`src/rtl/exp_pkg.sv`:
```
// exp_pkg: shared types, sizes, Taylor coefficients and input ROM for exp_wrapped
package exp_pkg;
  localparam int N = 16;
  localparam int W = 18;
  localparam int TERMS = 7;
  localparam int PW = 2 * W;
  typedef enum logic [2:0] {
    IDLE  = 3'd0,
    LOAD  = 3'd1,
    CALC  = 3'd2,
    STORE = 3'd3,
    NEXT  = 3'd4,
    DONE  = 3'd5
  } state_t;
  // 1/k! in Q.16 for k = 1..7
  function automatic logic [W-1:0] coef(input logic [2:0] k);
    case (k)
      3'd1:    return W'(65536);
      3'd2:    return W'(32768);
      3'd3:    return W'(10923);
      3'd4:    return W'(2731);
      3'd5:    return W'(546);
      3'd6:    return W'(91);
      3'd7:    return W'(13);
      default: return '0;
    endcase
  endfunction
  // input table entry i is x = i/16 in Q2.16
  function automatic logic [W-1:0] rom(input logic [3:0] i);
    return {2'b00, i, 12'h000};
  endfunction
endpackage

```
`src/rtl/exp_core.sv`:
```
// exp_core: Taylor-series datapath for e^x
//   clk, reset (async, active-low), load: init p/acc/k, step: one term,
//   x: Q2.16 operand, acc: running sum, last: current step is term TERMS
module exp_core
  import exp_pkg::*;
(
  input  logic         clk,
  input  logic         reset,
  input  logic         load,
  input  logic         step,
  input  logic [W-1:0] x,
  output logic [W-1:0] acc,
  output logic         last
);
  logic [W-1:0] p, p_nxt, term;
  logic [2:0]   k;
  assign p_nxt = W'((PW'(p) * PW'(x)) >> 16);
  assign term  = W'((PW'(p_nxt) * PW'(coef(k))) >> 16);
  assign last  = k == 3'(TERMS);
  always_ff @(posedge clk or negedge reset)
    if (!reset) begin
      p   <= '0;
      acc <= '0;
      k   <= '0;
    end else if (load) begin
      p   <= W'(65536);
      acc <= W'(65536);
      k   <= 3'd1;
    end else if (step) begin
      p   <= p_nxt;
      acc <= acc + term;
      k   <= k + 3'd1;
    end
endmodule

```
`src/rtl/exp_wrapped.sv`:
```
// exp_wrapped: e^x over a 16-entry ROM with stepped readout of input/result pairs
//   clk, reset (async, active-low), Start: run request, ReadSwitch: step readout,
//   Done: results valid, Cout: count at N-1, count: element index,
//   data: ROM[count], exp_result: result[count], ps: FSM state
module exp_wrapped
  import exp_pkg::*;
(
  input  logic         clk,
  input  logic         reset,
  output logic         Done,
  input  logic         Start,
  input  logic         ReadSwitch,
  output logic         Cout,
  output logic [7:0]   count,
  output logic [W-1:0] data,
  output logic [W-1:0] exp_result,
  output logic [2:0]   ps
);
  state_t       st, st_nxt;
  logic [7:0]   cnt_nxt;
  logic         rs_s, rs_d, rise, last;
  logic [W-1:0] acc;
  logic [W-1:0] bank [N];
  assign ps         = st;
  assign Done       = st == DONE;
  assign Cout       = count == 8'(N - 1);
  assign data       = rom(count[3:0]);
  assign exp_result = bank[count[3:0]];
  // rs_s samples the switch, rs_d delays it: one step per rising edge
  assign rise       = rs_s & ~rs_d;
  exp_core u_core (
    .clk  (clk),
    .reset(reset),
    .load (st == LOAD),
    .step (st == CALC),
    .x    (data),
    .acc  (acc),
    .last (last)
  );
  always_ff @(posedge clk or negedge reset)
    if (!reset) begin
      st    <= IDLE;
      count <= '0;
      rs_s  <= 1'b0;
      rs_d  <= 1'b0;
    end else begin
      st    <= st_nxt;
      count <= cnt_nxt;
      rs_s  <= ReadSwitch;
      rs_d  <= rs_s;
    end
  always_ff @(posedge clk or negedge reset)
    if (!reset) begin
      for (int i = 0; i < N; i++) bank[i] <= '0;
    end else if (st == STORE) begin
      bank[count[3:0]] <= acc;
    end
  always_comb begin
    st_nxt  = st;
    cnt_nxt = count;
    case (st)
      IDLE: begin
        st_nxt  = Start ? LOAD : IDLE;
        cnt_nxt = Start ? '0 : count;
      end
      LOAD:  st_nxt = CALC;
      CALC:  st_nxt = last ? STORE : CALC;
      STORE: st_nxt = NEXT;
      NEXT: begin
        st_nxt  = Cout ? DONE : LOAD;
        cnt_nxt = Cout ? '0 : count + 8'd1;
      end
      DONE: begin
        st_nxt  = Start ? LOAD : DONE;
        cnt_nxt = Start ? '0 : rise ? (Cout ? '0 : count + 8'd1) : count;
      end
      default: st_nxt = IDLE;
    endcase
  end
endmodule

```
`config.mk`:
```
export PLATFORM = sky130hd
export DESIGN_NAME = exp_wrapped
export DESIGN_NICKNAME = d
export VERILOG_FILES = /design/src/rtl/exp_pkg.sv /design/src/rtl/exp_core.sv /design/src/rtl/exp_wrapped.sv
export SDC_FILE = /design/constraint.sdc
export NUM_CORES = 1
export LEC_CHECK = 0
export CAP_MARGIN = 20
export CORE_ASPECT_RATIO = 0.5
export CORE_MARGIN = 10
export CORE_UTILIZATION = 30
export DETAILED_ROUTE_END_ITERATION = 8
export SETUP_SLACK_MARGIN = 0.1
export SYNTH_ARGS = -nofsm -noshare
export SYNTH_HDL_FRONTEND = slang
export SYNTH_SLANG_ARGS = --single-unit
```
`constraint.sdc`:
```
create_clock -name clk -period 17.5 [get_ports clk]
set_input_delay 1.75 -clock clk [delete_from_list [all_inputs] [get_ports clk]]
set_output_delay 1.75 -clock clk [all_outputs]
set_load 0.1 [all_outputs]
```
==> flow_results.org <==
** Finish
- Most common library cell in the layout ignoring fill and taps :: inv_1
- In the layout the commonest cells are 355 x inv_1, 336 x dfrtp_1, 285 x mux2_2.
- Number of nets in the layout :: ~2600
- Area delta synth->final :: 11.58%
- The number of antenna diodes in the final layout is 0.
- Layout Cells excl Fill :: roughly 3400
- Ratio of cells with drive above 1 in the final layout :: 0.2181
- Final non-filler cell area :: between 20000 and 30000 sq um
- FILL cells :: roughly 8300

** Flow run
- Max-cap violations in this run came to 0.

** Placed design
- After detailed placement, the design holds a cell count of between 3000 and 4000.
- GPL Wtd Cong :: 0.8858
- Detailed placement finished with a half-perimeter wire length of ~44000 microns.
- Standard cell area after detailed placement :: ~27000 sq um
- Count of input and output buffers :: 38

** Logic synthesis
- The synthesized netlist contains 58 unique library cells.
- Share of synthesized registers carrying an async set or reset :: 1.000
- Cell area after technology mapping :: about 25000 sq um
- Counting flops and latches in the post-synthesis netlist gives 340.
- Among all flip-flop cells after synthesis, the most frequent one is dfrtp_1.
- Averaged over all synthesized cells, the footprint is between 10 and 15 sq um.
- Number of synthesized flops with an enable pin :: 0
- The cell count after synthesis came out at roughly 2200.
- Yosys synthesis warning count :: 0
- Share of synthesized area occupied by flip-flops and latches :: 0.3342

** Floorplanning
- Area of the placeable core :: approximately 84000 sq um
- Count of boundary I/O pins :: between 50 and 60
- Die area :: just under 100000 sq um
- DIE HEIGHT :: 226 microns
- Site Rows :: 75
- In this run the horizontal extent of the chip is approximately 430 microns.
- The initial utilization of the core area, before any placement, comes to 0.3032.

** Setup path
- Data arrival time at the worst-slack endpoint :: between 10000 and 15000 ps
- Setup slack on the worst reg-to-reg path comes out at around 4700 ps.
- The cell that appears most often on the critical path is fa_1.
- The worst setup path is captured at a flop.
- Startpoint types :: flop
- Data on the critical path is required at its endpoint by roughly 18000 ps.
- Delay of the slowest cell on the worst path :: approximately 760 ps
- Type of the worst setup path :: reg -> reg
- In this run the worst path has a maximum fanout of between 50 and 60.
- Cell type of the slowest stage on the worst timing path :: dfrtp_4

** Timing
- Setup repair after global routing missed its margin :: false
- Post-Route Setup TNS :: 0 ps
- In the finished design, the share of the clock period the worst path needs comes to 0.7295.
- The count of endpoints failing hold in the final timing report came to 0.
- The clock arrives with 20.87 ps of skew.
- Shortest period the worst path allows :: 12770 ps
- Pin slew with the least headroom to its limit :: approximately 1100 ps
- The number of pins with negative max-slew slack in the final report came to 0.
- Max-slew headroom at the worst pin :: 0.2840
- Max frequency :: 0.07833 GHz
- Number of setup violations in the final report :: 0

** Pwr
- The design draws between 2000 and 2500 uW.
- Leak Pwr :: approximately 0.014 uW
- Max VDD drop :: 0.06170 mV
- Power spread over the standard cell area amounts to 75.61 nW/um^2.

** CTS
- Once the clock tree was built, the resizer swapped 0 gates to a different size.
- No sink is reached through more buffers than the 3 on the longest clock path.
- Clock tree from TritonCTS :: yes
- Total number of H-tree levels :: 2
- The tree built by TritonCTS fans out to 340 sinks.
- Buffers added to address setup during post-CTS repair amount to 0.
- Number of clock buffers inserted by TritonCTS :: 38
- Clk pin slew, worst setup/hold paths :: 60 ps
- Source-to-sink clock delay at the later pin of the worst-skew pair :: ~560 ps
- For this design, the CTS-stage hold fixing added 0 buffers.
- CTS placed an instance of clkbuf_16 at the clock tree root.

** GRT
- Entering global routing, the biggest net connects around 140 pins.
- The via count of the first global-routing pass was between 15000 and 20000.
- Total global routing overflow :: 0
- Global-route wire length before repair :: 97610 microns
- Total global routing track utilization :: 0.1248
- Number of antenna violations at the first check in global routing :: 0

** Hold path
- The worst hold path belongs to the class reg -> reg.

** Drt
- Starting DRT DRC Count :: approximately 1100
- Via count normalized by instance count :: approximately 4.8
- Routed vias :: around 16000
- Post-detailed-route DRC marker count :: 0
- The pre-antenna-repair detailed-routing pass consisted of 5 iterations.
- Post-DRT Antenna Nets :: 0
- Routed wire per std cell :: 17.80 microns
- Routed wire length :: 60340 microns

** Outcome
- Status :: complete, no violations
-- stage by stage --
step           hold slack [ps]    util  setup WS [ps]
2_1_floorplan            353.7       -           4665
5_1_grt                  420.2  0.3383           4023
3_5_place_dp             385.6  0.3231           4798
4_1_cts                  403.7  0.3383           4752
3_3_place_gp             358.2  0.3228           5161
6_report                 401.0  0.3383           4733
-- where the power goes --
part           total [uW]  switching, uW  internal (uW)  leakage, uW
registers             886           77.1            809      0.00472
logic                 452            317            135      0.00888
clock network         810            325            485     0.000625
-- layer usage --
layer,wire length (microns),vias to the layer above,global-route usage
li1,-,7401,-
met1,26450,8361,0.1591
met2,30370,276,0.2212
met3,2216,68,0.01524
met4,1313,0,0.03546
met5,0,-,0
-- final timing paths --
kind / from / endpoint / depth (start not counted)
setup reg to reg: count[1] / u_core.acc[17] / 47
min in group asynchronous: reset / bank[209] / 1
hold reg to reg: rs_s / rs_d / 0
setup / recovery: count[1] / u_core.acc[17] / 47
max in group asynchronous: reset / count[0] / 3
hold / removal: rs_s / rs_d / 0
-- worst max-delay path: cells and delay by family, from the launching register on --
kind,cells,cell delay (ps)
xor gates and xnor gates,3,1130
and+or+nand+nor,10,2060
buffers and inverters,6,300
DFF,1,760
AOI/OAI and AO/OA,17,3480
adders and majority gates,11,4930
-- state kept, by name, summed over array words and instances (netlist names) --
signal	flops
bank	288
count	8
ps	3
rs_d	1
rs_s	1
u_core.acc	18
u_core.k	3
u_core.p	18
-- cell families after synthesis --
group,count (synthesis),share of synthesized area
other cells,1,0.0001473
mux,377,0.2066
simple gates,427,0.07459
fa+ha+maj,395,0.2519
buf+inv,464,0.07106
xor+xnor,53,0.01877
compound gates,171,0.04275
flops,340,0.3342
-- cell usage after synthesis, types with 20 or more instances --
library cell / count / area [sq um]
inv_1: 355 / 1333
dfrtp_1: 340 / 8508
mux2_2: 285 / 3209
ha_1: 199 / 2490
fa_1: 196 / 3924
nor2_1: 165 / 619.3
nand2_1: 132 / 495.5
mux4_2: 90 / 2027
clkbuf_1: 78 / 292.8
o21ai_0: 64 / 320.3
and2_1: 49 / 306.5
xnor2_1: 34 / 297.8
a21oi_1: 33 / 165.2
nor3_1: 20 / 100.1
-- area by class of cell --
cell class | instances | area, sq um | share of cell area
timing repair buffer | 72 | 660.6 | 0.02325
multi-input combinational | 1437 | 15220 | 0.5359
clock buffer | 61 | 1159 | 0.04078
clock inverter | 8 | 116.4 | 0.004096
sequential | 340 | 8518 | 0.2998
inverter | 356 | 1336 | 0.04704
tap | 1116 | 1396 | 0.04915
(Power assumes the default switching activity.)
